===== src/rtl/counter_ctrl_pkg.sv =====
// Shared types and constants for the counter controller.
// Holds the FSM state enum, command opcodes and the default counter width.
package counter_ctrl_pkg;

   localparam int COUNTER_CTRL_WIDTH = 32;

   typedef enum logic [1:0] {
      ST_IDLE = 2'b00,
      ST_LOAD = 2'b01,
      ST_RUN  = 2'b10,
      ST_DONE = 2'b11
   } state_e;

   localparam logic [1:0] OP_LOAD  = 2'b00;
   localparam logic [1:0] OP_LIMIT = 2'b01;
   localparam logic [1:0] OP_START = 2'b10;
   localparam logic [1:0] OP_ABORT = 2'b11;

endpackage


===== src/rtl/counter_ctrl.sv =====
// Controller that loads, runs and monitors an external settable counter.
// Define COUNTER_CTRL_AUTORELOAD_EN to restart from DONE straight into LOAD.
module counter_ctrl
   import counter_ctrl_pkg::*;
#(
   parameter int WIDTH = COUNTER_CTRL_WIDTH
) (
   input  logic             clk,
   input  logic             rst,
   input  logic             cmd_valid,
   input  logic [1:0]       cmd_op,
   input  logic [WIDTH-1:0] cmd_data,
   output logic             cmd_ready,
   input  logic [WIDTH-1:0] count_i,
   output logic             set_o,
   output logic [WIDTH-1:0] set_value_o,
   output logic             count_en_o,
   output logic             done_o,
   output logic             busy_o
);

   state_e           state_q, state_d;
   logic [WIDTH-1:0] start_q, start_d;
   logic [WIDTH-1:0] limit_q, limit_d;
   logic             cmd_fire;
   logic             at_limit;

   assign cmd_fire = cmd_valid && cmd_ready;
   assign at_limit = (count_i == limit_q);

   always_ff @(posedge clk or posedge rst) begin
      if (rst) begin
         state_q <= ST_IDLE;
         start_q <= '0;
         limit_q <= '0;
      end else begin
         state_q <= state_d;
         start_q <= start_d;
         limit_q <= limit_d;
      end
   end

   always_comb begin
      state_d = state_q;
      start_d = start_q;
      limit_d = limit_q;
      case (state_q)
         ST_IDLE: begin
            if (cmd_fire) begin
               case (cmd_op)
                  OP_LOAD:  start_d = cmd_data;
                  OP_LIMIT: limit_d = cmd_data;
                  OP_START: state_d = ST_LOAD;
                  default:  state_d = ST_IDLE;
               endcase
            end
         end
         ST_LOAD: state_d = ST_RUN;
         ST_RUN: begin
            // ABORT wins over a terminal count in the same cycle.
            if (cmd_fire && (cmd_op == OP_ABORT)) begin
               state_d = ST_IDLE;
            end else if (at_limit) begin
               state_d = ST_DONE;
            end
         end
         ST_DONE: begin
`ifdef COUNTER_CTRL_AUTORELOAD_EN
            state_d = ST_LOAD;
`else
            state_d = ST_IDLE;
`endif
         end
         default: state_d = ST_IDLE;
      endcase
   end

   always_comb begin
      cmd_ready  = 1'b0;
      set_o      = 1'b0;
      count_en_o = 1'b0;
      done_o     = 1'b0;
      busy_o     = (state_q != ST_IDLE);
      case (state_q)
         ST_IDLE: cmd_ready = 1'b1;
         ST_LOAD: set_o = 1'b1;
         ST_RUN: begin
            cmd_ready  = 1'b1;
            count_en_o = !at_limit;
         end
         ST_DONE: done_o = 1'b1;
         default: cmd_ready = 1'b0;
      endcase
   end

   assign set_value_o = start_q;

endmodule


===== config.mk =====
export PLATFORM = sky130hd
export DESIGN_NAME = counter_ctrl
export DESIGN_NICKNAME = d
export VERILOG_FILES = /design/src/rtl/counter_ctrl_pkg.sv /design/src/rtl/counter_ctrl.sv
export SDC_FILE = /design/constraint.sdc
export NUM_CORES = 1
export LEC_CHECK = 0
export BUFFER_PORTS_ARGS = -buffer_cell sky130_fd_sc_hd__clkbuf_2
export CORE_UTILIZATION = 49
export CTS_CLUSTER_DIAMETER = 150
export DETAILED_ROUTE_END_ITERATION = 6
export GPL_ROUTABILITY_DRIVEN = 0
export PLACE_DENSITY_LB_ADDON = 0.05
export SYNTH_ARGS = -nofsm -noshare
export SYNTH_HDL_FRONTEND = slang
export SYNTH_SLANG_ARGS = --single-unit

===== constraint.sdc =====
create_clock -name clk -period 1.95 [get_ports clk]
set_input_delay 0 -clock clk [delete_from_list [all_inputs] [get_ports clk]]
set_output_delay 0 -clock clk [all_outputs]
set_load 0.03 [all_outputs]

# Yosys cells after proc, flatten, opt, wreduce, memory -nomap -nowiden
# Cells that the tools add are included.
# Widths: inputs -> output; s select.
# totals
mem_bits_rw	0
romBits	0
reg_bits	66
latchBits	0
output_inout_bits	37
input_bits	69
mem_count	0
# op_classes
n_mul	0
n_div	0
mux	9
shift	0
reduce_logical	11
order_cmp	0
add_sub_neg	0
n_eq_ne	10
bitwise_logic	0
# op_table
op	count
$eq 32x32->1	1
$reduce_and 3->1	3
$eq 2x2->1 const B	4
$pmux 2 s4	1
$mux 2	3
$eq 2x1->1 const B	2
$logic_not 2->1	2
$mux 1	4
$ne 2x2->1 const B	2
$pmux 2 s2	1
$reduce_or 2->1	2
$ne 3x3->1 const B	1
$logic_and 1x1->1	2
$reduce_bool 2->1	1
$logic_not 1->1	1

# Longest topological paths before layout
# Gate-level depths: netlist of the first run.
# depth
word_depth	7
depth_mapped	6
depth_no_buf	5

# Worst setup path after synthesis of the first run
# OpenSTA, ideal clock, no wires.
# synth_timing
path_type	register to register
startpoint	register state_q[0]
endpoint	register start_q[10] (netlist: set_value_o[10])
path_buffers	2
setup_slack_ns	0.153
stages_incl_launch_ff	7
synth_period_minus_slack_ns	1.797
arrival_time_ns	1.672
cell_sequence	dfrtp_1 > or2_1 > nor3b_2 > nor2b_1 > buf_4 > buf_6 > mux2_2
# synth_between
elab_chain_len	5
# synth_rtl
item	line_no	source
start: declaration	counter_ctrl.sv:22	state_e state_q, state_d;
start signal: assignment	counter_ctrl.sv:37	state_q <= state_d;
$eq 2x2->1 / $logic_not 2->1 (equally long branches)	counter_ctrl.sv:84, counter_ctrl.sv:47	
$reduce_or 2->1 (no source line)	--	
$mux 1	counter_ctrl.sv:84	case (state_q)
$logic_and 1x1->1	counter_ctrl.sv:28	assign cmd_fire = cmd_valid && cmd_ready;
$reduce_and 3->1 (no source line) (*)	--	
end signal: assignment	counter_ctrl.sv:38	start_q <= start_d;
end: declaration	counter_ctrl.sv:23	logic [WIDTH-1:0] start_q, start_d;
# Every way passes the cells marked *; elsewhere a longest branch is shown, timed or not.
# A chain may end at the register's enable or synchronous reset.

# Worst setup path after layout of the first run
# layout_timing
startpoint	register limit_q[8]
endpoint	output port count_en_o
# layout_between
elab_chain_len	3
# layout_rtl
item	line_no	source
start: declaration	counter_ctrl.sv:24	logic [WIDTH-1:0] limit_q, limit_d;
start signal: assignment	counter_ctrl.sv:39	limit_q <= limit_d;
$eq 32x32->1	counter_ctrl.sv:29	assign at_limit = (count_i == limit_q);
$logic_not 1->1	counter_ctrl.sv:89	count_en_o = !at_limit;
$mux 1	counter_ctrl.sv:84	
end: declaration	counter_ctrl.sv:17	output logic count_en_o,
# Every way passes these cells.

==> metrics.txt, run 1 <==
row count=27; vias in the first global route=2082; Core Box Area=around 5600 um^2; crit-path cells=xnor2_1, nand4_1, nor4_1, a21oi_1, clkbuf_2; WP data required=approximately 2000 ps; top cells by area, synth=dfrtp_1 58%, mux2_2 24%, xnor2_1 9.8%; All-Layer GR Usage=a little over a fifth; vias per inst=approximately 5; layout net count=between 400 and 500; Initial DRC Count=90; CTS Hold Bufs=34; largest net degree at the start of global routing=33; share of layout cells above drive strength 1=54.3%; nature of the critical path startpoint=register; Clock Skews=~4.6 ps; Sum Neg Setup Slack=0 ps; initial antenna violation count=0; status=finished, final reports clean; drt drc=0; Vias=slightly above 2000; routed len/inst=approximately 14 um; flop and latch count out of synthesis=66; Final min period=1910 ps; Data arrival, critical path=1910 ps; area grow syn2layout=39.7%; Detailed Routing Iterations Pass 1=4; boundary pin count=approximately 110; crit end category=output pin; worst path buffer plus inverter count=1; die area=between 6000 and 7000 um^2; Post-CTS Setup Bufs=0; DRT Wirelength=5.87 mm; IR drop worst, VDD=0.000911 V; RSZ-0062 raised after global routing=false; IO Port Bufs=roughly 110; Mapped Cells=~190; Hold Path Class=in -> reg; Worst path max stage delay=approximately 460 ps; slack of the critical path=41.6 ps; CTS tree=yes; area leader, netlist=dfrtp_1; post_cts resized=0; Starting Density=between 50 and 60%; Detail Route Antenna Nets=0; Max Cap Viol=0; post-placement setup slack=roughly 220 ps; Antenna Cells=0; Seq/Total Area, Yosys=between 50% and 60%; Die W=around 78 um; Syn. warnings=0; Max Fclk=~520 MHz; GR Overflow Total=0; Slew Viols, Final=0; final hold vios=0; Final setup viols=0; die height=around 78 um; PwrDens=1520 nW/um^2; clock slew at reported path FFs=70 ps; Slowest cell on crit path=nor4_1; Detail Placement HPWL=between 4 and 5 mm; CTS root buf=clkbuf_8; Yosys top cell area share=57.8%; slew margin rel.=a little over two thirds; syn_area_per_cell=about 15 um^2; syn_nets=262; cts bufs inserted=9; cell family with most CP delay=simple AND/OR/NAND/NOR gates; post-synth cell types=18; Crit Path Category=reg -> out; Leak Pwr=about 1.9 nW; synthesized cell area=~2900 um^2; fin crit share=between 90% and 100%; Clock Sinks=66; Clock Latency Late Sink=about 340 ps; Slew @ Worst Pin=between 400 and 500 ps; Worst Path Max Fanout=2; first-pass GRT wire length=approximately 9.6 mm; H-tree Lvls=3; Max clock buf depth=2
through the flow:
step	area (um^2)	power, mW	util, %	hold WS [ps]	cells
after floorplan	2860	4.30	-	135	193
after global placement	3470	4.93	62.3	-148	370
after detailed placement	3470	5.01	62.3	-145	370
after CTS	3990	6.12	71.6	10.4	420
after global routing	3990	6.42	71.6	59.0	420
final	3990	6.06	71.6	31.3	420
path summary, 6_finish.rpt:
| kind | start | end | slack, ps | depth (start not counted) |
|---|---|---|---|---|
| max | limit_q[8] | count_en_o | 40 | 5 |
| min | cmd_op[1] | state_q[0] | 30 | 3 |
| max reg2reg | limit_q[8] | state_q[0] | 220 | 5 |
| min reg2reg | state_q[0] | state_q[0] | 470 | 1 |
| max in group asynchronous | rst | limit_q[15] | 1310 | 4 |
| min in group asynchronous | rst | set_value_o[7] | 50 | 3 |
power by group:
| group | total, mW | internal (mW) | switching (mW) | leakage [nW] |
|---|---|---|---|---|
| clock | 1.05 | 0.563 | 0.490 | 0.0965 |
| sequential | 2.46 | 2.06 | 0.402 | 0.793 |
| combinational | 2.55 | 1.16 | 1.39 | 0.988 |
| total | 6.06 | 3.78 | 2.28 | 1.88 |
synthesized netlist by cell type:
cell      count
a21oi_1       2
and2_1        1
and3_1        1
buf_4         4
buf_6         3
dfrtp_1      66
inv_1         2
mux2_1        4
mux2_2       60
nand2_1       2
nand4_1       8
nor2_1        1
nor2b_1       1
nor3b_2       1
nor4_1        3
o21bai_1      1
or2_1         1
xnor2_1      32
layout make-up:
class	instances	area (um^2)
sequential	66	1650
fill	449	1580
multi-input combinational	118	1140
timing repair buffer	146	918
clock buffer	14	173
tap	72	90.1
clock inverter	2	10.0
inverter	2	7.51
state kept, by name (all words and copies together), names as in the netlist:
register	count
limit_q	32
set_value_o	32
state_q	2
worst min-delay path, stage by stage:
cell and delay [ps]:
clkbuf_2 110, a21oi_1 160, nor4_1 60
cell usage in the layout, fill, tap and decap left out:
cell type | Yosys | routed
dlygate4sd3_1 | 0 | 34
clkinv_2 | 0 | 2
and3_1 | 1 | 1
a21oi_1 | 2 | 2
o21bai_1 | 1 | 1
inv_2 | 0 | 1
xnor2_1 | 32 | 32
nand4_1 | 8 | 8
nor3b_2 | 1 | 1
inv_1 | 2 | 1
mux2_2 | 60 | 60
nand2_1 | 2 | 2
clkbuf_2 | 0 | 105
dfrtp_1 | 66 | 66
nor4_1 | 3 | 3
buf_4 | 4 | 7
nor2_1 | 1 | 1
clkbuf_8 | 0 | 12
nor2b_4 | 0 | 1
and2_1 | 1 | 1
clkbuf_1 | 0 | 2
or2_1 | 1 | 1
mux2_1 | 4 | 4
metal layers:
layer  vias up  wire (um)  global-route usage, %
met5         -          0                      0
met4         0        125                   10.6
met3        10        292                   4.42
met2        67       2800                   33.8
met1       995       2650                   26.9
li1        977          -                      -
kinds of logic (layout without fill, tap and decap cells):
logic type	after synthesis	in the layout	synth area share (%)
multiplexers	64	64	25.2
flip-flops	66	66	57.8
AO/OA/AOI/OAI	3	3	0.613
AND/OR/NAND/NOR	19	19	4.11
XOR/XNOR	32	32	9.80
buffers and inverters	9	164	2.49
Power figures use the tool's default switching activity.
==> inputs of run 2 (changes only) <==
--- a/config.mk
+++ b/config.mk
@@ -6,7 +6,7 @@
 export NUM_CORES = 1
 export LEC_CHECK = 0
 export BUFFER_PORTS_ARGS = -buffer_cell sky130_fd_sc_hd__clkbuf_2
-export CORE_UTILIZATION = 49
+export CORE_UTILIZATION = 53
 export CTS_CLUSTER_DIAMETER = 150
 export DETAILED_ROUTE_END_ITERATION = 6
 export GPL_ROUTABILITY_DRIVEN = 0
==> constraint.sdc (replaced) <==
create_clock -name clk -period 2.4 [get_ports clk]
set_input_delay 0 -clock clk [delete_from_list [all_inputs] [get_ports clk]]
set_output_delay 0 -clock clk [all_outputs]
set_load 0.03 [all_outputs]
==> metrics.txt, run 2 (synthesized netlist as in run 1, its figures left out) <==
Post-CTS Setup Bufs=0; nature of the critical path startpoint=register; Final min period=approximately 1900 ps; FILL cells=between 300 and 400; PwrDens=roughly 1200 nW/um^2; hold slack=roughly 92 ps; commonest cells after routing, fill and taps aside=105 x clkbuf_2, 66 x dfrtp_1, 60 x mux2_2, 35 x dlygate4sd3_1, 32 x xnor2_1; final hold vios=0; hold path cells=3; H-tree Lvls=3; area grow syn2layout=39.6%; Hold Path Class=in -> reg; vias per inst=just under 5; die area=between 5000 and 6000 um^2; IR drop worst, VDD=between 0.0007 and 0.0008 V; Worst path max stage delay=between 400 and 500 ps; Core Util, Final=a little under 80%; drt drc=0; status=finished, final reports clean; Core Box Area=5140 um^2; fin crit share=79.0%; Max clock buf depth=2; vias in the first global route=2080; CTS root buf=clkbuf_8; Max Cap Viol=0; Data arrival, critical path=1900 ps; Sum Neg Setup Slack=0 ps; Design Power=between 4 and 5 mW; WP data required=~2400 ps; Max Fclk=approximately 530 MHz; Clock Skews=7.90 ps; RSZ-0062 raised after global routing=false; Crit Path Category=reg -> out; layout net count=411; r2r worst-path depth=5; Detail Route Antenna Nets=0; first-pass GRT wire length=9.55 mm; Worst Path Max Fanout=2; Leak Pwr=approximately 1.9 nW; most common cell after layout, fill and taps aside=clkbuf_2; Antenna Cells=0; Vias=a little over 2000; Detailed Routing Iterations Pass 1=4; Detail Placement HPWL=about 4.3 mm; die height=75.4 um; busiest grt layer=met2; crit-path cells=xnor2_1, nand4_1, nor4_1, a21oi_1, clkbuf_2; Die W=75.4 um; grt met3 use=5.95%; Final setup viols=0; IO Port Bufs=105; All-Layer GR Usage=between 20% and 30%; GR Overflow Total=0; slew margin rel.=approximately 56%; boundary pin count=around 110; Initial DRC Count=a little under 80; routed len/inst=about 15 um; Clock Sinks=66; Clock Latency Late Sink=330 ps; initial antenna violation count=0; GRT met1 Usage=27.4%; Slowest cell on crit path=nor4_1; cts bufs inserted=9; Slew @ Worst Pin=between 600 and 700 ps; row count=26; Slew Viols, Final=0; clock slew at reported path FFs=70 ps; largest net degree at the start of global routing=38; Starting Density=55.6%; CTS tree=yes; crit end category=output pin; share of layout cells above drive strength 1=between 50% and 60%; DRT Wirelength=~6.2 mm; met2 Use GR=a little over two fifths
run 2: cell types whose count changed in the layout (fill, tap and decap cells not counted):
cell           change
buf_4              -5
clkinv_2           +2
buf_12             +3
clkbuf_8           -3
dlygate4sd3_1      +1
run 2: final cells by class:
type	instances	area [um^2]	area share, %
Timing Repair Buffer	145	951	23.8
Multi-Input combinational cell	118	1140	28.6
Sequential cell	66	1650	41.4
Inverter	2	7.51	0.188
Clock inverter	4	20.0	0.501
Tap cell	70	87.6	2.19
Clock buffer	11	131	3.29
run 2: repair_timing:
item / in CTS / in global routing
hold buffers: 35 / 0
endpoints found under the hold margin: 94 / 0
resized for setup: 0 / 0
run 2: report_power, final:
part / switching [mW] / internal (mW) / leakage [nW]
Clock: 0.380 / 0.362 / 0.0827
Combinational: 1.15 / 0.956 / 0.993
Sequential: 0.343 / 1.68 / 0.793
Total: 1.88 / 2.99 / 1.87
run 2: per-stage QoR:
step	instance area (um^2)	setup WS, ps	instances
floorplan	2860	603	193
global placement	3490	613	366
detailed placement	3490	572	366
CTS	3990	496	416
global route	3990	387	416
finish	3990	504	416
run 2: worst paths after layout:
| path | start | to | slack, ps |
|---|---|---|---|
| max | limit_q[10] | count_en_o | 500 |
| min | cmd_op[1] | state_q[0] | 90 |
| max reg2reg | state_q[0] | set_value_o[22] | 530 |
| min reg2reg | state_q[0] | state_q[0] | 490 |
| max in group asynchronous | rst | limit_q[12] | 1460 |
| min in group asynchronous | rst | set_value_o[7] | 320 |
run 2: critical path: cells and delay by family (launching register included):
family	cells	cell delay (ps)
AOI/OAI and AO/OA	1	190
DFF	1	390
and+or+nand+nor	2	590
xor gates and xnor gates	1	180
buffers and inverters	1	220
run 2: metal layers:
layer  vias up  share of wire (%)
met5         -                  0
met4         0                1.2
li1        970                  -
met3         8                3.9
met2        60                 53
met1      1002                 42
